<file path="src/rtl/watch_pkg.sv">
// watch_pkg: run-state encoding and digit-width helper shared by the watch digit counters.
package watch_pkg;
  typedef enum logic [1:0] {IDLE = 2'd0, RUN = 2'd1, HOLD = 2'd2} run_state_t;
  function automatic int digit_width(input int modulus);
    return (modulus < 2) ? 1 : $clog2(modulus);
  endfunction
endpackage

</file>
<file path="src/rtl/watch_run_ctrl.sv">
// watch_run_ctrl: IDLE/RUN/HOLD control for a watch digit, priority clear > load > stop > start_resume.
module watch_run_ctrl
  import watch_pkg::*;
(
  input  logic       clk,
  input  logic       rst_n,
  input  logic       i_clear,
  input  logic       i_load,
  input  logic       i_stop,
  input  logic       i_start_resume,
  output run_state_t o_state,
  output logic       o_running
);
  run_state_t r_state;
  logic       r_running;
  // a load outside RUN owns the cycle, so it also blocks a start request
  always_ff @(posedge clk or negedge rst_n) begin
    if (!rst_n) begin
      r_state   <= IDLE;
      r_running <= 1'b0;
    end else if (i_clear || !(r_state inside {IDLE, RUN, HOLD})) begin
      r_state   <= IDLE;
      r_running <= 1'b0;
    end else if (i_stop && r_state == RUN) begin
      r_state   <= HOLD;
      r_running <= 1'b0;
    end else if (i_start_resume && !i_stop && !i_load && r_state != RUN) begin
      r_state   <= RUN;
      r_running <= 1'b1;
    end
  end
  assign o_state   = r_state;
  assign o_running = r_running;
endmodule

</file>
<file path="src/rtl/modn_digit_counter.sv">
// modn_digit_counter: modulo-MODULUS time digit with run/stop/clear control, clamped load and chained carry.
// Define MODN_COUNTER_DOWN_EN to add the down port (timer-mode decrement, cout becomes a borrow).
module modn_digit_counter
  import watch_pkg::*;
#(
  parameter int MODULUS = 10,
  parameter int WIDTH   = digit_width(MODULUS)
) (
  input  logic             clk,
  input  logic             reset,
  input  logic             start_resume,
  input  logic             stop,
  input  logic             clear,
  input  logic             load,
  input  logic [WIDTH-1:0] load_value,
  input  logic             cin,
`ifdef MODN_COUNTER_DOWN_EN
  input  logic             down,
`endif
  output logic [WIDTH-1:0] number,
  output logic             cout,
  output logic             running
);
  localparam logic [WIDTH:0] L_MAX = (WIDTH + 1)'(MODULUS - 1);
  localparam logic [WIDTH:0] L_MOD = (WIDTH + 1)'(MODULUS);
  localparam logic [WIDTH:0] L_ONE = (WIDTH + 1)'(1);
  run_state_t       w_state;
  logic [WIDTH-1:0] r_number;
  logic [WIDTH:0]   w_num, w_ld, w_next;
  logic             w_down, w_count, w_top, w_zero;
  watch_run_ctrl u_ctrl (
    .clk            (clk),
    .rst_n          (reset),
    .i_clear        (clear),
    .i_load         (load),
    .i_stop         (stop),
    .i_start_resume (start_resume),
    .o_state        (w_state),
    .o_running      (running)
  );
`ifdef MODN_COUNTER_DOWN_EN
  assign w_down = down;
`else
  assign w_down = 1'b0;
`endif
  // one spare bit keeps MODULUS == 2**WIDTH representable for compare and wrap
  assign w_num   = {1'b0, r_number};
  assign w_top   = w_num == L_MAX;
  assign w_zero  = w_num == '0;
  assign w_count = (w_state == RUN) & cin & ~stop & ~clear;
  assign w_ld    = ({1'b0, load_value} >= L_MOD) ? L_MAX : {1'b0, load_value};
  assign cout    = w_count & (w_down ? w_zero : w_top);
  always_comb
    w_next = clear ? '0 :
             (load && w_state != RUN) ? w_ld :
             !w_count ? w_num :
             w_down ? (w_zero ? L_MAX : w_num - L_ONE) :
             (w_top ? '0 : w_num + L_ONE);
  // anything past MODULUS-1 (only reachable from a corrupted value) collapses to 0
  always_ff @(posedge clk or negedge reset)
    if (!reset) r_number <= '0;
    else r_number <= (w_next > L_MAX) ? '0 : w_next[WIDTH-1:0];
  assign number = r_number;
endmodule
</file>
<file path="config.mk">
export PLATFORM = sky130hd
export DESIGN_NAME = modn_digit_counter
export DESIGN_NICKNAME = d
export VERILOG_FILES = /design/src/rtl/watch_pkg.sv /design/src/rtl/watch_run_ctrl.sv /design/src/rtl/modn_digit_counter.sv
export SDC_FILE = /design/constraint.sdc
export NUM_CORES = 1
export LEC_CHECK = 0
export CAP_MARGIN = 5
export CORE_AREA = 8 8 45 47
export CTS_CLUSTER_SIZE = 8
export DETAILED_ROUTE_END_ITERATION = 16
export DIE_AREA = 0 0 53 55
export MAX_ROUTING_LAYER = met4
export PLACE_DENSITY = 0.77
export SETUP_SLACK_MARGIN = 0.3
export SYNTH_ARGS = -nofsm -noshare
export SYNTH_HDL_FRONTEND = slang
export SYNTH_SLANG_ARGS = --single-unit
</file>
<file path="constraint.sdc">
create_clock -name clk -period 2.4 [get_ports clk]
set_clock_uncertainty 0.15 [all_clocks]
set_input_delay 0.36 -clock clk [delete_from_list [all_inputs] [get_ports clk]]
set_output_delay 0.36 -clock clk [all_outputs]
set_load 0.02 [all_outputs]
</file>
Word-level counts from Yosys, hierarchy flattened
Cells that the tools add are included.
{"block": "totals", "reg_bits": 7, "output_inout_bits": 6, "wordCells": 40}
{"block": "op_classes", "add_sub_neg": 1, "magnitude_cmp": 2, "n_eq_ne": 4, "muxes": 12, "bitwise_logic": 6, "n_reduce_logical": 12}
{"op": "two-way mux 5 bit", "count": 4}
{"op": "two-way mux 4 bit", "count": 2}
{"op": "two-way mux 2 bit", "count": 3}
{"op": "nonzero test 3 bit", "count": 2}
{"op": "adder 4 x 1 -> 5 bit, second input constant", "count": 1}
{"op": "greater-than comparator 5 x 4 -> 1 bit, second input constant", "count": 1}
{"op": "logical AND 1 bit", "count": 5}
{"op": "bitwise AND 1 bit", "count": 4}
{"op": "== test 4 bit, second input constant", "count": 1}
{"op": ">= comparator 4 bit, second input constant", "count": 1}
{"op": "logical NOT 1 bit", "count": 3}
{"op": "two-way mux 1 bit", "count": 3}
{"op": "== test 2 x 1 -> 1 bit, second input constant", "count": 1}
{"op": "== test 2 bit, second input constant", "count": 1}
{"op": "logical NOT 2 bit", "count": 1}
{"op": "!= test 2 x 1 -> 1 bit, second input constant", "count": 1}
{"op": "NOT 1 bit", "count": 2}
{"op": "logical OR 1 bit", "count": 1}

Depth between registers and ports, before layout
Gate-level depths: netlist (run 1).
{"block": "logic_depth", "ltp_word": 9, "ltp_mapped": 7, "ltp_nobuf": 7}

By module
From an unflattened synthesis (run 1), not the netlist that was laid out.
{"block": "hier_totals", "hier_cells": 55, "hier_area_um2": 505.5}
{"module": "modn_digit_counter", "n_inst": 1, "cells_each": 45, "area_per_inst_um2": 390.4, "seq_area_each_um2": 100.1}
{"module": "watch_run_ctrl", "n_inst": 1, "cells_each": 10, "area_per_inst_um2": 115.1, "seq_area_each_um2": 50.0}

Worst setup path after synthesis (run 1)
OpenSTA, ideal clock, no wires.
{"block": "synth_path", "path_type": "register to register", "from": "register r_number[0] (netlist: number[0])", "to": "register r_number[0] (netlist: number[0])", "setup_time_ns": 0.111, "arrival_time_ns": 1.698, "required_time_ns": 2.139, "setup_slack_ns": 0.440, "stages_incl_launch_ff": 7, "n_path_buf": 0, "period_less_slack_ns": 1.960, "cell_sequence": "dfrtp_1 -> ha_1 -> and3b_1 -> nand2b_1 -> a21boi_1 -> o311a_1 -> a2111oi_2"}
{"block": "synth_between", "elab_chain_len": 7, "word_cells_on_any_way": 8, "classes_between": "add/sub (1); order compare (1); eq/ne (1); mux (5)"}
{"element": "from (decl)", "line_no": "modn_digit_counter.sv:28", "source": "logic [WIDTH-1:0] r_number;"}
{"element": "from (signal assigned)", "line_no": "modn_digit_counter.sv:62", "source": "else r_number <= (w_next > L_MAX) ? '0 : w_next[WIDTH-1:0];"}
{"element": "adder 4 x 1 -> 5 bit or == test 4 bit (tied branches)", "line_no": "modn_digit_counter.sv:58, modn_digit_counter.sv:48"}
{"element": "two-way mux 5 bit", "line_no": "modn_digit_counter.sv:58", "source": "(w_top ? '0 : w_num + L_ONE);"}
{"element": "two-way mux 5 bit (*)", "line_no": "modn_digit_counter.sv:56", "source": "!w_count ? w_num :"}
{"element": "two-way mux 5 bit (*)", "line_no": "modn_digit_counter.sv:55", "source": "(load && w_state != RUN) ? w_ld :"}
{"element": "two-way mux 5 bit (*)", "line_no": "modn_digit_counter.sv:54", "source": "w_next = clear ? '0 :"}
{"element": "greater-than comparator 5 x 4 -> 1 bit", "line_no": "modn_digit_counter.sv:62"}
{"element": "two-way mux 4 bit (*)", "line_no": "modn_digit_counter.sv:62"}
Every way passes the cells marked *; elsewhere a longest branch is shown, timed or not.
A chain may end at the register's enable or synchronous reset.

Final worst setup path (run 1)
{"block": "layout_path", "from": "input port cin", "to": "register r_number[0] (netlist: number[0])"}
{"block": "layout_between", "elab_chain_len": 8}
{"element": "from (decl)", "line_no": "modn_digit_counter.sv:16", "source": "input logic cin,"}
{"element": "bitwise AND 1 bit (*) (3 in series)", "line_no": "modn_digit_counter.sv:50", "source": "assign w_count = (w_state == RUN) & cin & ~stop & ~clear;"}
{"element": "two-way mux 5 bit (*)", "line_no": "modn_digit_counter.sv:56"}
{"element": "two-way mux 5 bit (*)", "line_no": "modn_digit_counter.sv:55"}
{"element": "two-way mux 5 bit (*)", "line_no": "modn_digit_counter.sv:54"}
{"element": "greater-than comparator 5 x 4 -> 1 bit", "line_no": "modn_digit_counter.sv:62"}
{"element": "two-way mux 4 bit (*)", "line_no": "modn_digit_counter.sv:62"}
Marks and branches as above.

==> impl_metrics.yaml, run 1 <==
placement:
  place_congestion: 0.769
  dp_hpwl_um: 1110
  placed_cells_incl_taps: 88
  dpl_cell_area_um2: 687
  numPortBuffers: 16
  dpl_worst_slack_ns: -0.0260
floorplan:
  die_area_um2: 2920
  chipHeight_um: 55
  die_w_um: 53
  pin_count: 17
  initial_core_util_pct: 35.5
  rows: 14
  coreArea_um2: 1380
sta:
  rsz0062_at_grt: "false"
  fin_ws_ns: 0.336
  worst_pin_slew_ns: 0.491
  finalSetupViolCount: 0
  fmax_ghz: 0.485
  relSlewSlack_pct: 66.4
  hold_viol: 0
  finalCritPeriodShare_pct: 86.0
  drv_slew: 0
  fin_crit_ns: 2.06
job:
  maxCapViolCount: 0
synth:
  synth.avg_cell_area_um2: 9.11
  ys.flop_type: "dfrtp_1"
  synthCells: 54
  muxShareOfSynthArea_pct: 2.29
  ys_top_cells_by_area: "dfrtp_1, nand2b_1, ha_1, nor2_1, and4bb_4"
  synthDistinctLibCells: 32
  synth_compound_area_share_pct: 22.1
  synthSimpleGateAreaFrac_pct: 36.9
  synth_warnings: 0
  synth_commonest_cells: "dfrtp_1, nor2_1, nand2b_1"
  synth_fa_ha_area_share_pct: 5.09
  synth-edff-count: 0
  synth_top_family_by_area: "simple AND/OR/NAND/NOR gates"
  synth_fp_nets: 67
  ys_seq_area_share_pct: 30.5
  async_reset_ff_share_pct: 100
  synthesis.area_um2: 492
  synth_top_area_share_pct: 30.5
  synth_area_leader_cell: "dfrtp_1"
  ys_ff_latch: 6
  synth_xor_area_share_pct: 0
worst_setup_path:
  cp_data_arrival_time_ns: 2.03
  rr_endpoint: "number[0]"
  worst-r2r-cell-count: 6
  r2r_setup_slack_ns: 0.36
  cp-start-kind: "input pin"
  path_class: "input pin to register"
  cp-startpoint: "cin"
  critPathRequiredTime_ns: 2.37
  crit_path_end: "number[0]"
  cp-end-kind: "register"
  critPathMaxFanout: 5
  rr_startpoint: "number[1]"
clocking:
  numCtsBuffers: 3
  cts.path.max_buffers: 2
  cts_tree: "built"
  clk_pin_slew_ns: 0.04
  worstSkewPairLatency_ns: 0.23
  cts_root_buffer: "clkbuf_4"
  htreeDepth: 1
  cts.sinks: 6
min_path:
  hold_path_class: "input pin to asynchronous set/reset pin"
route:
  drcViolationCount: 0
  vias: 512
  drtIter0Drc: 10
  ant_nets: 0
  wl_um: 1430
  wire_per_inst_um: 15.4
  avgViaCountPerCell: 5.51
  drt_pass1_iterations: 4
power_and_ir_drop:
  leakagePower_nw: 0.310
  p_total_mw: 0.289
  power_density_nw_per_um2: 390
  vdd_drop_max_mv: 0.231
finish:
  syn_to_final_growth_pct: 50.9
  final_cell_area_um2: 742
  finalNonFillerCells: 93
  nets: 92
  antenna_cells: 0
  final_layout_size_suffix_gt1_share_pct: 31.2
  num-fill-cells: 140
global_routing:
  grt_overflow: 0
  grt_max_degree: 7
  grt_pass1_wl_um: 2300
  gr-usage-all-layers_pct: 10.6
  antenna_found_initial: 0
  grt_pass1_vias: 520
status:
  outcome: "finished clean"
## state kept, by name (all words and copies together), names as in the netlist
register	flops
number	4
u_ctrl.o_state	2
## kinds of logic (layout without fill, tap and decap cells)
logic type,count (synthesis),count (layout)
AOI/OAI and AO/OA,14,14
adders and majority gates,2,2
buffers and inverters,4,27
DFF,6,6
muxes,1,1
and+or+nand+nor,27,27
## timing repair
item | CTS | global route
setup buffers | 2 | 0
pin swaps | 4 | 2
hold buffers | 0 | 0
setup endpoints to repair | 2 | 2
gates resized for setup | 6 | 6
## stage by stage
step / utilization, % / hold WS (ns) / TNS (ns)
after global placement: 49.6 / 0.462 / -0.00501
after CTS: 52.6 / 0.208 / 0
after floorplan: - / -0.0856 / 0
final: 53.6 / 0.213 / 0
after detailed placement: 49.6 / 0.463 / -0.0276
after global routing: 53.6 / 0.221 / 0
## cells in the final DEF, fill, tap and decap left out
master and instances:
a2111oi_0 1, a2111oi_2 1, a211oi_2 1, a21boi_0 1
a21boi_1 1, a21oi_1 1, a311oi_4 1, a31oi_1 1
and2_4 1, and2b_2 1, and3_2 1, and3b_2 1
and4_2 1, and4bb_4 1, buf_4 4, clkbuf_2 1
clkbuf_4 3, clkdlybuf4s50_1 13, dfrtp_1 5, dfrtp_2 1
dlygate4sd2_1 2, ha_1 1, ha_2 1, inv_1 3
inv_2 1, mux2_2 1, nand2_1 1, nand2b_1 5
nand3_1 1, nor2_1 6, nor2b_1 1, nor3_1 1
nor3b_1 2, nor3b_2 1, nor4_1 2, o21ai_0 3
o21ai_2 1, o22ai_1 1, o311a_1 1, or3_2 1
## report_power, final
group          leakage, nW  total (mW)  switching, mW  internal [mW]
clock               0.0138      0.0868         0.0306         0.0562
sequential          0.0795       0.116        0.00813          0.107
combinational        0.217      0.0869         0.0409         0.0461
total                0.310       0.289         0.0796          0.210
## per-layer routing
metal	up-vias	part of all wire, %	global-route usage (%)
met5	-	0	-
met4	0	0	4.31
met3	0	8.3	4.28
met2	16	53	18.2
met1	244	38	10.4
li1	252	-	-
## worst max-delay path: stages
cell             delay (ns)
clkdlybuf4s50_1        0.46
and4bb_4               0.26
a21boi_0               0.15
a311oi_4               0.34
o21ai_2                0.10
a2111oi_2              0.36
## final cells by class
type                    count  area [µm²]  share of cell area [%]
clock buffers               3        22.5                    3.04
repair buffers             20         183                    24.6
well taps                  16        20.0                    2.70
multi-input cells          44         350                    47.2
flip-flops and latches      6         151                    20.4
inverters                   4        15.0                    2.02
## worst min-delay path by stage
stage / from / endpoint / slack [ns] / cells after the start
2_1_floorplan: reset / number[0] / -0.09 / 0
3_3_place_gp: reset / u_ctrl.o_state[0] / 0.46 / 1
3_5_place_dp: reset / u_ctrl.o_state[1] / 0.46 / 1
4_1_cts: reset / u_ctrl.o_state[1] / 0.21 / 1
5_1_grt: reset / u_ctrl.o_state[0] / 0.22 / 1
6_report: reset / number[3] / 0.21 / 1
Note: power is estimated with default switching activity, not from simulation.
==> inputs of run 2 (changes only) <==
Settings changed: CORE_AREA 8 8 45 47 to 3 3 40 42, DIE_AREA 0 0 53 55 to 0 0 43 45.
Clock period 2.4 ns to 2 ns, I/O delays scaled along.
==> run 2 against run 1 <==
The run now ends with negative setup slack left. Total power grew 30%. Largest power group unchanged. Clock power grew 36%. Die area shrank 34%. Critical path type unchanged. Combinational power grew 42%. Utilization grew 11 points. Count of clock-buffer cells in the layout grew 1. Cell count grew 11%. Worst hold slack lost 0.069 ns. Sequential power grew 17%. Global-route usage grew 6.1 points. Sequential cell count is the same.
==> impl_metrics.yaml, run 2 (synthesis results as in run 1) <==
floorplan:
  pin_count: 17
  coreArea_um2: 1280
  chipHeight_um: 45
  die_area_um2: 1940
  initial_core_util_pct: 38.3
  die_w_um: 43
  rows: 13
clocking:
  cts_tree: "built"
  numCtsBuffers: 3
  clk_pin_slew_ns: 0.05
  worstSkewPairLatency_ns: 0.24
  htreeDepth: 1
  cts_root_buffer: "clkbuf_4"
  cts.sinks: 6
  cts.path.max_buffers: 2
finish:
  layout_common_cells: "buf_4, clkdlybuf4s50_1, nor2_1, dlygate4sd2_1, nand2b_1"
  final_layout_size_suffix_gt1_share_pct: 43.2
  nets: 102
  syn_to_final_growth_pct: 69.7
  final_common_cell: "buf_4"
  finalNonFillerCells: 103
  largest_register_ff_count: 4
  antenna_cells: 0
  num-fill-cells: 112
worst_setup_path:
  path_class: "input pin to register"
  cp-start-kind: "input pin"
  cp-end-kind: "register"
  critPathMaxFanout: 5
  cp_data_arrival_time_ns: 1.99
  critPathRequiredTime_ns: 1.98
route:
  drtIter0Drc: 11
  wire_per_inst_um: 13.6
  ant_nets: 0
  drcViolationCount: 0
  avgViaCountPerCell: 5.34
  vias: 550
  wl_um: 1400
  drt_pass1_iterations: 4
power_and_ir_drop:
  power_density_nw_per_um2: 451
  vdd_drop_max_mv: 0.279
  leakagePower_nw: 0.388
sta:
  drv_slew: 0
  whs_ns: 0.144
  fin_ws_ns: -0.00919
  relSlewSlack_pct: 64.6
  worst_pin_slew_ns: 0.530
  hold_viol: 0
  rsz0062_at_grt: "true"
  finalCritPeriodShare_pct: 100
  finalSetupViolCount: 1
  fmax_ghz: 0.498
  fin_crit_ns: 2.01
placement:
  place_congestion: 0.827
  dp_hpwl_um: 1110
  numPortBuffers: 16
  placed_cells_incl_taps: 97
global_routing:
  grt_max_degree: 7
  grt_pass1_vias: 591
  antenna_found_initial: 0
  gr-usage-all-layers_pct: 16.7
  grt_pass1_wl_um: 2340
  grt_overflow: 0
status:
  violations: "negative setup slack"
  outcome: "finished, violations left"
min_path:
  hold_path_class: "input pin to asynchronous set/reset pin"
job:
  maxCapViolCount: 0
[run 2: cell types whose count changed in the layout (fill, tap and decap cells not counted), moves of 2 or more]
cell	change
dfrtp_2	+2
clkdlybuf4s50_1	-4
dfrtp_1	-2
buf_4	+10
dlygate4sd2_1	+4
[run 2: per-layer routing]
layer / global-route usage (%) / vias to the layer above / share of wire [%]
met5: - / - / 0
met4: 16.3 / 0 / 5.4
met3: 1.99 / 8 / 4.3
met1: 15.9 / 251 / 40
met2: 29.0 / 19 / 50
li1: - / 272 / -
[run 2: worst max-delay path, stage by stage]
cell             delay, ns
clkdlybuf4s50_1       0.46
and4bb_4              0.27
and2_4                0.19
a21boi_1              0.07
o311a_1               0.39
a2111oi_2             0.30
[run 2: path summary, 6_finish.rpt]
path | slack (ns) | depth (start not counted) | endpoint | from
max in group asynchronous | 1.32 | 1 | number[1] | reset
min in group clk | 0.32 | 3 | u_ctrl.o_state[0] | stop
max | -0.009 | 6 | number[0] | cin
min | 0.14 | 1 | u_ctrl.o_state[1] | reset
min reg2reg | 0.50 | 3 | u_ctrl.o_state[1] | u_ctrl.o_state[0]
max reg2reg | -0.009 | 8 | number[0] | number[1]
[run 2: repair_timing]
action                     CTS  global route
resized for setup           18             3
hold endpoints to repair     0             0
cloned                       0             0
setup endpoints to repair   10             5
hold buffers                 0             0
buffers inserted             2             0
pin swaps                    4             0
[run 2: final cells by class]
type	count	area, µm²	area share, %
Multi-Input combinational cell	44	362	43.3
Timing Repair Buffer	30	259	31.0
Sequential cell	6	154	18.4
Clock buffer	4	26.3	3.15
Tap cell	15	18.8	2.25
Inverter	4	15.0	1.80
[run 2: report_power, final]
group	leakage (nW)	total (mW)	internal [mW]	switching, mW
Clock	0.0150	0.118	0.0755	0.0422
Combinational	0.296	0.123	0.0671	0.0557
Sequential	0.0764	0.136	0.129	0.00703
[run 2: stage by stage]
stage	setup WS [ns]	total power, mW	setup TNS, ns	area (µm²)	util [%]
2_1_floorplan	0.101	0.185	0	497	-
3_3_place_gp	-0.284	0.251	-1.18	766	59.6
3_5_place_dp	-0.353	0.254	-1.39	766	59.6
4_1_cts	-0.00101	0.381	-0.00101	825	64.2
5_1_grt	-0.107	0.397	-0.197	835	64.9
6_report	-0.00919	0.377	-0.00919	835	64.9
